===== config.mk =====
export PLATFORM = sky130hd
export DESIGN_NAME = wb_uart_lite
export DESIGN_NICKNAME = d
export VERILOG_FILES = /design/src/rtl/wb_uart_lite_pkg.sv /design/src/rtl/wb_uart_lite_fifo.sv /design/src/rtl/wb_uart_lite.sv
export SDC_FILE = /design/constraint.sdc
export NUM_CORES = 1
export LEC_CHECK = 0
export ABC_AREA = 0
export CORE_UTILIZATION = 55
export DETAILED_ROUTE_END_ITERATION = 8
export GPL_TIMING_DRIVEN = 1
export PLACE_DENSITY = 0.82
export SYNTH_ARGS = -nofsm -noshare
export SYNTH_HDL_FRONTEND = slang
export SYNTH_SLANG_ARGS = --single-unit

===== constraint.sdc =====
create_clock -name wb_clk_i -period 9.3 [get_ports wb_clk_i]
set_input_delay 1.86 -clock wb_clk_i [delete_from_list [all_inputs] [get_ports wb_clk_i]]
set_output_delay 1.86 -clock wb_clk_i [all_outputs]
set_load 0.01 [all_outputs]

===== src/rtl/wb_uart_lite_pkg.sv =====
// Shared constants and types for the Wishbone UART: register offsets,
// STATUS bit positions, engine state encodings and divisor helpers.
package wb_uart_lite_pkg;

    localparam int DIV_W = 24;

    // Register offsets, decoded from wbs_adr_i[3:2]
    localparam logic [1:0] ADR_SETUP  = 2'd0;
    localparam logic [1:0] ADR_STATUS = 2'd1;
    localparam logic [1:0] ADR_RXDATA = 2'd2;
    localparam logic [1:0] ADR_TXDATA = 2'd3;

    // STATUS bit positions
    localparam int ST_RX_NONEMPTY = 0;
    localparam int ST_TX_FULL     = 1;
    localparam int ST_TX_BUSY     = 2;
    localparam int ST_RX_OVERRUN  = 3;
    localparam int ST_FRAME_ERR   = 4;

    typedef enum logic [1:0] {
        TX_IDLE,
        TX_START,
        TX_DATA,
        TX_STOP
    } tx_state_t;

    typedef enum logic [1:0] {
        RX_IDLE,
        RX_START,
        RX_DATA,
        RX_STOP
    } rx_state_t;

    // A divisor below 2 cannot produce a half-bit sample point
    function automatic logic [DIV_W-1:0] clamp_div(input logic [DIV_W-1:0] d);
        return (d < DIV_W'(2)) ? DIV_W'(2) : d;
    endfunction

endpackage


===== src/rtl/wb_uart_lite_fifo.sv =====
// Small synchronous show-ahead byte FIFO. Pop is ignored when empty; a push
// while full is accepted only if a pop frees a slot in the same cycle.
module uart_sync_fifo #(
    parameter int LGFLEN = 2
) (
    input  logic       clk,
    input  logic       rst,
    input  logic       push,
    input  logic [7:0] push_data,
    input  logic       pop,
    output logic [7:0] pop_data,
    output logic       empty,
    output logic       full
);

    localparam int DEPTH = 1 << LGFLEN;

    logic [7:0]        mem [DEPTH];
    logic [LGFLEN-1:0] wptr;
    logic [LGFLEN-1:0] rptr;
    logic [LGFLEN:0]   count;
    logic              do_push;
    logic              do_pop;

    assign empty    = (count == '0);
    assign full     = (count == (LGFLEN+1)'(DEPTH));
    assign do_pop   = pop & ~empty;
    assign do_push  = push & (~full | do_pop);
    assign pop_data = mem[rptr];

    // Pointer and fill-level bookkeeping
    always_ff @(posedge clk or posedge rst) begin
        if (rst) begin
            wptr  <= '0;
            rptr  <= '0;
            count <= '0;
        end else begin
            if (do_push) wptr <= wptr + LGFLEN'(1);
            if (do_pop)  rptr <= rptr + LGFLEN'(1);
            case ({do_push, do_pop})
                2'b10:   count <= count + (LGFLEN+1)'(1);
                2'b01:   count <= count - (LGFLEN+1)'(1);
                default: count <= count;
            endcase
        end
    end

    // Storage array, written on accepted pushes only
    always_ff @(posedge clk) begin
        if (do_push) mem[wptr] <= push_data;
    end

endmodule


===== src/rtl/wb_uart_lite.sv =====
// Wishbone-slave 8N1 UART with a programmable divisor and TX/RX FIFOs.
module wb_uart_lite
    import wb_uart_lite_pkg::*;
#(
    parameter logic [DIV_W-1:0] INITIAL_SETUP = 24'd434,
    parameter int               LGFLEN        = 2
) (
    input  logic        wb_clk_i,
    input  logic        wb_rst_i,
    input  logic        wbs_cyc_i,
    input  logic        wbs_stb_i,
    input  logic        wbs_we_i,
    input  logic [3:0]  wbs_sel_i,
    input  logic [31:0] wbs_adr_i,
    input  logic [31:0] wbs_dat_i,
    output logic        wbs_ack_o,
    output logic [31:0] wbs_dat_o,
    input  logic        i_uart_rx,
    output logic        o_uart_tx,
    output logic        o_rx_int,
    output logic        o_tx_int
);

    // ---------------- bus decode ----------------
    logic [1:0]       adr;
    logic             req, wr, rd;
    logic [DIV_W-1:0] setup;
    logic             rx_overrun, frame_err;
    logic [31:0]      rd_word;
    logic [31:0]      status_word;

    logic       tx_push, tx_pop, tx_empty, tx_full;
    logic [7:0] tx_q;
    logic       rx_push, rx_pop, rx_empty, rx_full;
    logic [7:0] rx_q;

    logic unused_bits;
    assign unused_bits = ^{wbs_adr_i[31:4], wbs_adr_i[1:0], wbs_dat_i[31:24], wbs_sel_i[3]};

    assign adr     = wbs_adr_i[3:2];
    assign req     = wbs_cyc_i & wbs_stb_i & ~wbs_ack_o;
    assign wr      = req & wbs_we_i;
    assign rd      = req & ~wbs_we_i;
    assign tx_push = wr & (adr == ADR_TXDATA) & wbs_sel_i[0];
    assign rx_pop  = rd & (adr == ADR_RXDATA);

    // ---------------- TX engine signals ----------------
    tx_state_t        tx_state, tx_state_n;
    logic [DIV_W-1:0] tx_div, tx_cnt;
    logic [2:0]       tx_bit;
    logic [7:0]       tx_shift;
    logic             tx_line, tx_bit_end, tx_load, tx_busy;

    // ---------------- RX engine signals ----------------
    rx_state_t        rx_state, rx_state_n;
    logic [DIV_W-1:0] rx_div, rx_cnt;
    logic [2:0]       rx_bit;
    logic [7:0]       rx_shift;
    logic             rx_s1, rx_s2, rx_prev;
    logic             rx_fall, rx_half_end, rx_bit_end, rx_stop_done;
    logic             rx_fe_set, rx_ovr_set;

    uart_sync_fifo #(.LGFLEN(LGFLEN)) u_tx_fifo (
        .clk(wb_clk_i), .rst(wb_rst_i), .push(tx_push), .push_data(wbs_dat_i[7:0]),
        .pop(tx_pop), .pop_data(tx_q), .empty(tx_empty), .full(tx_full)
    );

    uart_sync_fifo #(.LGFLEN(LGFLEN)) u_rx_fifo (
        .clk(wb_clk_i), .rst(wb_rst_i), .push(rx_push), .push_data(rx_shift),
        .pop(rx_pop), .pop_data(rx_q), .empty(rx_empty), .full(rx_full)
    );

    // Gather STATUS bits
    always_comb begin
        status_word                 = '0;
        status_word[ST_RX_NONEMPTY] = ~rx_empty;
        status_word[ST_TX_FULL]     = tx_full;
        status_word[ST_TX_BUSY]     = tx_busy;
        status_word[ST_RX_OVERRUN]  = rx_overrun;
        status_word[ST_FRAME_ERR]   = frame_err;
    end

    // Read-data multiplexer
    always_comb begin
        rd_word = '0;
        case (adr)
            ADR_SETUP:  rd_word = {8'h00, setup};
            ADR_STATUS: rd_word = status_word;
            ADR_RXDATA: rd_word = {23'b0, rx_empty, (rx_empty ? 8'h00 : rx_q)};
            default:    rd_word = {31'b0, tx_full};
        endcase
    end

    // Single-cycle ack with registered read data
    always_ff @(posedge wb_clk_i or posedge wb_rst_i) begin
        if (wb_rst_i) begin
            wbs_ack_o <= 1'b0;
            wbs_dat_o <= '0;
        end else begin
            wbs_ack_o <= req;
            if (req) wbs_dat_o <= rd_word;
        end
    end

    // SETUP register with per-byte write enables
    always_ff @(posedge wb_clk_i or posedge wb_rst_i) begin
        if (wb_rst_i) begin
            setup <= INITIAL_SETUP;
        end else if (wr && adr == ADR_SETUP) begin
            for (int unsigned i = 0; i < 3; i++) begin
                if (wbs_sel_i[i]) setup[8*i +: 8] <= wbs_dat_i[8*i +: 8];
            end
        end
    end

    // Sticky error flags: write-1-to-clear, a same-cycle set takes priority
    always_ff @(posedge wb_clk_i or posedge wb_rst_i) begin
        if (wb_rst_i) begin
            rx_overrun <= 1'b0;
            frame_err  <= 1'b0;
        end else begin
            rx_overrun <= rx_ovr_set | (rx_overrun &
                          ~(wr && adr == ADR_STATUS && wbs_dat_i[ST_RX_OVERRUN]));
            frame_err  <= rx_fe_set  | (frame_err &
                          ~(wr && adr == ADR_STATUS && wbs_dat_i[ST_FRAME_ERR]));
        end
    end

    // ================= TX engine =================
    assign tx_bit_end = (tx_cnt == tx_div - DIV_W'(1));

    // TX state register
    always_ff @(posedge wb_clk_i or posedge wb_rst_i) begin
        if (wb_rst_i) tx_state <= TX_IDLE;
        else          tx_state <= tx_state_n;
    end

    // TX next state; a stop bit with more data queued chains straight into a start bit
    always_comb begin
        tx_state_n = tx_state;
        case (tx_state)
            TX_IDLE:  if (!tx_empty) tx_state_n = TX_START;
            TX_START: if (tx_bit_end) tx_state_n = TX_DATA;
            TX_DATA:  if (tx_bit_end && tx_bit == 3'd7) tx_state_n = TX_STOP;
            TX_STOP:  if (tx_bit_end) tx_state_n = tx_empty ? TX_IDLE : TX_START;
            default:  tx_state_n = TX_IDLE;
        endcase
    end

    // TX control outputs: frame load/pop and busy indication
    always_comb begin
        tx_load = ~tx_empty & ((tx_state == TX_IDLE) | ((tx_state == TX_STOP) & tx_bit_end));
        tx_pop  = tx_load;
        tx_busy = (tx_state != TX_IDLE) | ~tx_empty;
    end

    // TX datapath: bit timer, shifter and registered line driver
    always_ff @(posedge wb_clk_i or posedge wb_rst_i) begin
        if (wb_rst_i) begin
            tx_div   <= INITIAL_SETUP;
            tx_cnt   <= '0;
            tx_bit   <= '0;
            tx_shift <= '0;
            tx_line  <= 1'b1;
        end else if (tx_load) begin
            tx_div   <= clamp_div(setup);
            tx_shift <= tx_q;
            tx_cnt   <= '0;
            tx_bit   <= '0;
            tx_line  <= 1'b0;
        end else if (tx_state != TX_IDLE) begin
            if (tx_bit_end) begin
                tx_cnt <= '0;
                case (tx_state)
                    TX_START: tx_line <= tx_shift[0];
                    TX_DATA: begin
                        if (tx_bit == 3'd7) begin
                            tx_line <= 1'b1;
                        end else begin
                            tx_line  <= tx_shift[1];
                            tx_shift <= tx_shift >> 1;
                            tx_bit   <= tx_bit + 3'd1;
                        end
                    end
                    default: tx_line <= 1'b1;
                endcase
            end else begin
                tx_cnt <= tx_cnt + DIV_W'(1);
            end
        end
    end

    assign o_uart_tx = tx_line;

    // ================= RX engine =================
    // Two-flop synchronizer plus a delayed copy for edge detection
    always_ff @(posedge wb_clk_i or posedge wb_rst_i) begin
        if (wb_rst_i) begin
            rx_s1   <= 1'b1;
            rx_s2   <= 1'b1;
            rx_prev <= 1'b1;
        end else begin
            rx_s1   <= i_uart_rx;
            rx_s2   <= rx_s1;
            rx_prev <= rx_s2;
        end
    end

    assign rx_fall     = rx_prev & ~rx_s2;
    assign rx_half_end = (rx_cnt == (rx_div >> 1) - DIV_W'(1));
    assign rx_bit_end  = (rx_cnt == rx_div - DIV_W'(1));

    // RX state register
    always_ff @(posedge wb_clk_i or posedge wb_rst_i) begin
        if (wb_rst_i) rx_state <= RX_IDLE;
        else          rx_state <= rx_state_n;
    end

    // RX next state; a high start re-sample is treated as a glitch
    always_comb begin
        rx_state_n = rx_state;
        case (rx_state)
            RX_IDLE:  if (rx_fall) rx_state_n = RX_START;
            RX_START: if (rx_half_end) rx_state_n = rx_s2 ? RX_IDLE : RX_DATA;
            RX_DATA:  if (rx_bit_end && rx_bit == 3'd7) rx_state_n = RX_STOP;
            RX_STOP:  if (rx_bit_end) rx_state_n = RX_IDLE;
            default:  rx_state_n = RX_IDLE;
        endcase
    end

    // RX outputs: push on a good stop bit, raise error flags otherwise
    always_comb begin
        rx_stop_done = (rx_state == RX_STOP) & rx_bit_end;
        rx_push      = rx_stop_done & rx_s2;
        rx_fe_set    = rx_stop_done & ~rx_s2;
        rx_ovr_set   = rx_push & rx_full & ~rx_pop;
    end

    // RX datapath: bit timer and LSB-first shifter
    always_ff @(posedge wb_clk_i or posedge wb_rst_i) begin
        if (wb_rst_i) begin
            rx_div   <= INITIAL_SETUP;
            rx_cnt   <= '0;
            rx_bit   <= '0;
            rx_shift <= '0;
        end else begin
            case (rx_state)
                RX_IDLE: begin
                    if (rx_fall) begin
                        rx_div <= clamp_div(setup);
                        rx_cnt <= '0;
                        rx_bit <= '0;
                    end
                end
                RX_START: rx_cnt <= rx_half_end ? '0 : rx_cnt + DIV_W'(1);
                RX_DATA: begin
                    if (rx_bit_end) begin
                        rx_cnt   <= '0;
                        rx_shift <= {rx_s2, rx_shift[7:1]};
                        rx_bit   <= rx_bit + 3'd1;
                    end else begin
                        rx_cnt <= rx_cnt + DIV_W'(1);
                    end
                end
                default: rx_cnt <= rx_bit_end ? '0 : rx_cnt + DIV_W'(1);
            endcase
        end
    end

    assign o_rx_int = ~rx_empty;
    assign o_tx_int = ~tx_full;

endmodule


==> qor.txt <==
Seq pwr share: 0.376
CTS max path bufs: 3
Yosys cell types: 85
CP endpoint kind: flop
R2R Path Start: tx_div[0]
part of the power in the clock network: 0.262
post-synthesis sequential element count: 255
Setup WS post-layout: 4.368 ns
final hold viol count: 0
fraction of layout cells with a size suffix above 1: 0.1311
Comb pwr share: 0.362
final setup TNS: 0 ns
initial antenna violation count: 1
delay-heaviest family, CP: simple AND/OR/NAND/NOR gates
Clock transition at path regs: 0.06 ns
final antenna-violating net count: 0
Net Switching: 1.619 mW
Core ar.: 24250 um^2
Yosys top cell area share: 0.3169
Die ar.: 25330 um^2
post-CTS setup repair buffer count: 0
DRT iter0 DRCs: 978
CTS H-tree lvls: 1
PwrDens: 285.7 nW/um^2
io pins: 110
Crit path top cell by count: inv_1
CP peak stage delay: 0.69 ns
routability cong.: 0.9102
Critical Path Slowest Stage Cell: or4b_2
status: complete, no violations
worst hold slack: 0.3548 ns
routed wire length: 31710 um
Max-Cap Viols: 0
max_slew headroom: 0.2871
Leakage Power: 6.609 nW
worst-margin pin slew: 1.069 ns
Async SR Flop Fraction: 0.7490
first drt pass iteration count: 7
kind of critical path: flop to flop
internal power: 2.758 mW
Crit. Startpoint: tx_div[0]
clock root cell: clkbuf_16
Initial Util: 0.5601
FILL cells: 1935
Hold Path Origin: rx_s1
IO Port Bufs: 62
Post-CTS Hold Fix Bufs: 0
final cell count without fillers: 1660
clock latency on the worst-skew pair: 0.54 ns
Buf/Inv on CP: 3
Req. time, crit path: 9.72 ns
nets: 1413
total grt overflow: 0
minimum clock period: 4.932 ns
ys flop type: dfrtp_1
clock tree from TritonCTS: built
final setup fails: 0
RSZ-0062 raised after global routing: no
Ys Warns: 0
Via density: 5.953
Avg Cell Area, Syn: 10.54 um^2
WL per Instance: 19.10 um
Synth area leaders: dfrtp_1 (32%), edfxtp_1 (14%), mux2_2 (5.0%)
total number of vias: 9882
Sw Share: 0.3698
Sequential Area: 6725 um^2
sequential fraction of the synthesis area: 0.4952
vias in the first global route: 9623
period utilization: 0.5303
area of the multi-input gates: 6357 um^2
FMAX: 202.8 MHz
worst vdd ir: 0.1911 mV
Worst Path Arrival: 5.35 ns
Mapped Area: 13580 um^2
FP Rows: 57
post-detail-place hpwl: 21920 um
Mapped Cells: 1288
Post-Place Setup Slack: 4.088 ns
critical path cell sequence: inv_1, ha_1, or4b_2, nor4_2, a2111oi_0, nor4b_1, nand4_1, a2111oi_2, a21oi_1, a21oi_1, inv_1, ha_1, inv_1, fa_1, xor2_1, nor2_1, xor2_1
Post-synth EDFFs: 64
CP Max Fanout: 7
width of the chip: 159.1 um
maximum number of pins on one net before global-route repair: 110
Die H: 159.1 um
Yosys top cell by area: dfrtp_1
Hold Crit Class: flop to flop
Setup crit start kind: flop
Area Growth Syn to Fin: 12.79%
Placed Cells: 1609
post-cts sizing count: 0
Final Max Slew Viols: 0
first-pass GRT wire length: 51240 um
clock tree sinks: 255
Total GRT Usage: 0.2534
CTS Buf Count: 27
clk_skew: 0.01654 ns
number of remaining DRC errors: 0
[layout make-up]
class / instances / area share
Antenna cell: 1 / 0.0001634
Clock buffer: 38 / 0.05105
Clock inverter: 12 / 0.01184
Inverter: 53 / 0.01348
Multi-Input combinational cell: 910 / 0.4150
Sequential cell: 255 / 0.4390
Tap cell: 324 / 0.02646
Timing Repair Buffer: 67 / 0.04296
[layer usage]
metal / vias up / GRT usage / share of wire
li1: 4588 / - / -
met1: 4892 / 0.3480 / 0.43
met2: 315 / 0.4143 / 0.48
met3: 87 / 0.02813 / 0.054
met4: 0 / 0.1023 / 0.043
met5: - / 0 / 0
[synthesized netlist by cell type, types with 4 or more instances]
cell type  instances
o31ai_1            6
nor3_1            29
or3_1             20
and2_1            12
nor2b_1            6
nand3b_1           7
inv_1             52
buf_2             13
buf_4              8
mux2i_1           14
mux2_2            60
or4_1              9
nand2_1          167
a222oi_1           7
nand2b_1          14
mux4_2            16
a21oi_1           17
and3_1            16
nand4_1           27
nand3_1           50
ha_1              23
a31oi_1            5
xor2_1            67
clkbuf_1          50
o21ai_0           42
dfstp_2           19
and4_1             6
xnor2_1           73
a211oi_1           5
dfrtp_1          172
buf_1              5
nor4_1            24
nand4b_1           4
nor2_1            95
nor4b_1            6
o211ai_1           5
edfxtp_1          64
[kinds of logic (layout without fill, tap and decap cells)]
group,after synthesis,in the layout,share of synthesized area
AO/OA/AOI/OAI,127,127,0.06366
XOR/XNOR,141,141,0.09194
buffers and inverters,130,170,0.03989
AND/OR/NAND/NOR,518,518,0.1972
flip-flops,255,255,0.4952
multiplexers,91,91,0.08770
adder cells (fa/ha/maj),25,25,0.02414
other,1,9,0.0002761
[registers in the layout, indices dropped and copies added, names as in the netlist, 8 cells and up, named ones only]
signal,flops
tx_cnt,24
u_rx_fifo.mem,32
rx_shift,8
wbs_dat_o,24
rx_cnt,24
tx_shift,8
rx_div,24
setup,24
tx_div,24
u_tx_fifo.mem,32
[worst paths after layout]
kind                            cells after the start                  to  slack, ns
min in group asynchronous                           2         tx_shift[4]       1.85
worst max register to register                     17  u_tx_fifo.count[2]       4.37
worst max-delay path                               17  u_tx_fifo.count[2]       4.37
worst min-delay path                                0               rx_s2       0.35
max in group asynchronous                           3           rx_cnt[4]       5.87
worst min register to register                      0               rx_s2       0.35
[layout by cell type, fill, tap and decap left out, types with 14 or more instances in the layout]
master / n
and3_1: 16
dfrtp_1: 172
dfstp_2: 19
clkbuf_16: 28
nor4_1: 24
xor2_1: 67
nand2_1: 167
or3_1: 20
mux2i_1: 14
nor2_1: 95
ha_1: 23
inv_1: 51
nor3_1: 28
mux4_2: 16
nand3_1: 50
o21ai_0: 42
edfxtp_1: 64
xnor2_1: 73
mux2_2: 60
a21oi_1: 17
nand2b_1: 14
nand4_1: 27
clkdlybuf4s50_1: 62
[metrics by stage]
stage | utilization | instance area, um^2 | total power [mW]
finish | 0.6317 | 15320 | 4.377
floorplan | - | 13610 | 2.806
global route | 0.6317 | 15320 | 4.614
detailed placement | 0.5919 | 14350 | 3.204
CTS | 0.6316 | 15320 | 4.367
global placement | 0.5919 | 14350 | 3.150
[power by group through the flow]
| stage | combinational (mW) | clock [mW] | sequential (mW) |
|---|---|---|---|
| 2_1_floorplan | 1.33 | 0 | 1.48 |
| 3_3_place_gp | 1.50 | 0 | 1.65 |
| 3_5_place_dp | 1.55 | 0 | 1.65 |
| 4_1_cts | 1.57 | 1.16 | 1.64 |
| 5_1_grt | 1.74 | 1.21 | 1.67 |
| 6_report | 1.58 | 1.15 | 1.65 |
[worst reg2reg max path: cells and delay by family, from the launching register on]
kind | cells | cell delay [ns]
compound gates | 4 | 1.44
fa+ha+maj | 3 | 0.67
buf+inv | 3 | 0.30
simple gates | 5 | 1.68
flops | 1 | 0.42
xor+xnor | 2 | 0.32
Note: power is estimated with default switching activity, not from simulation.
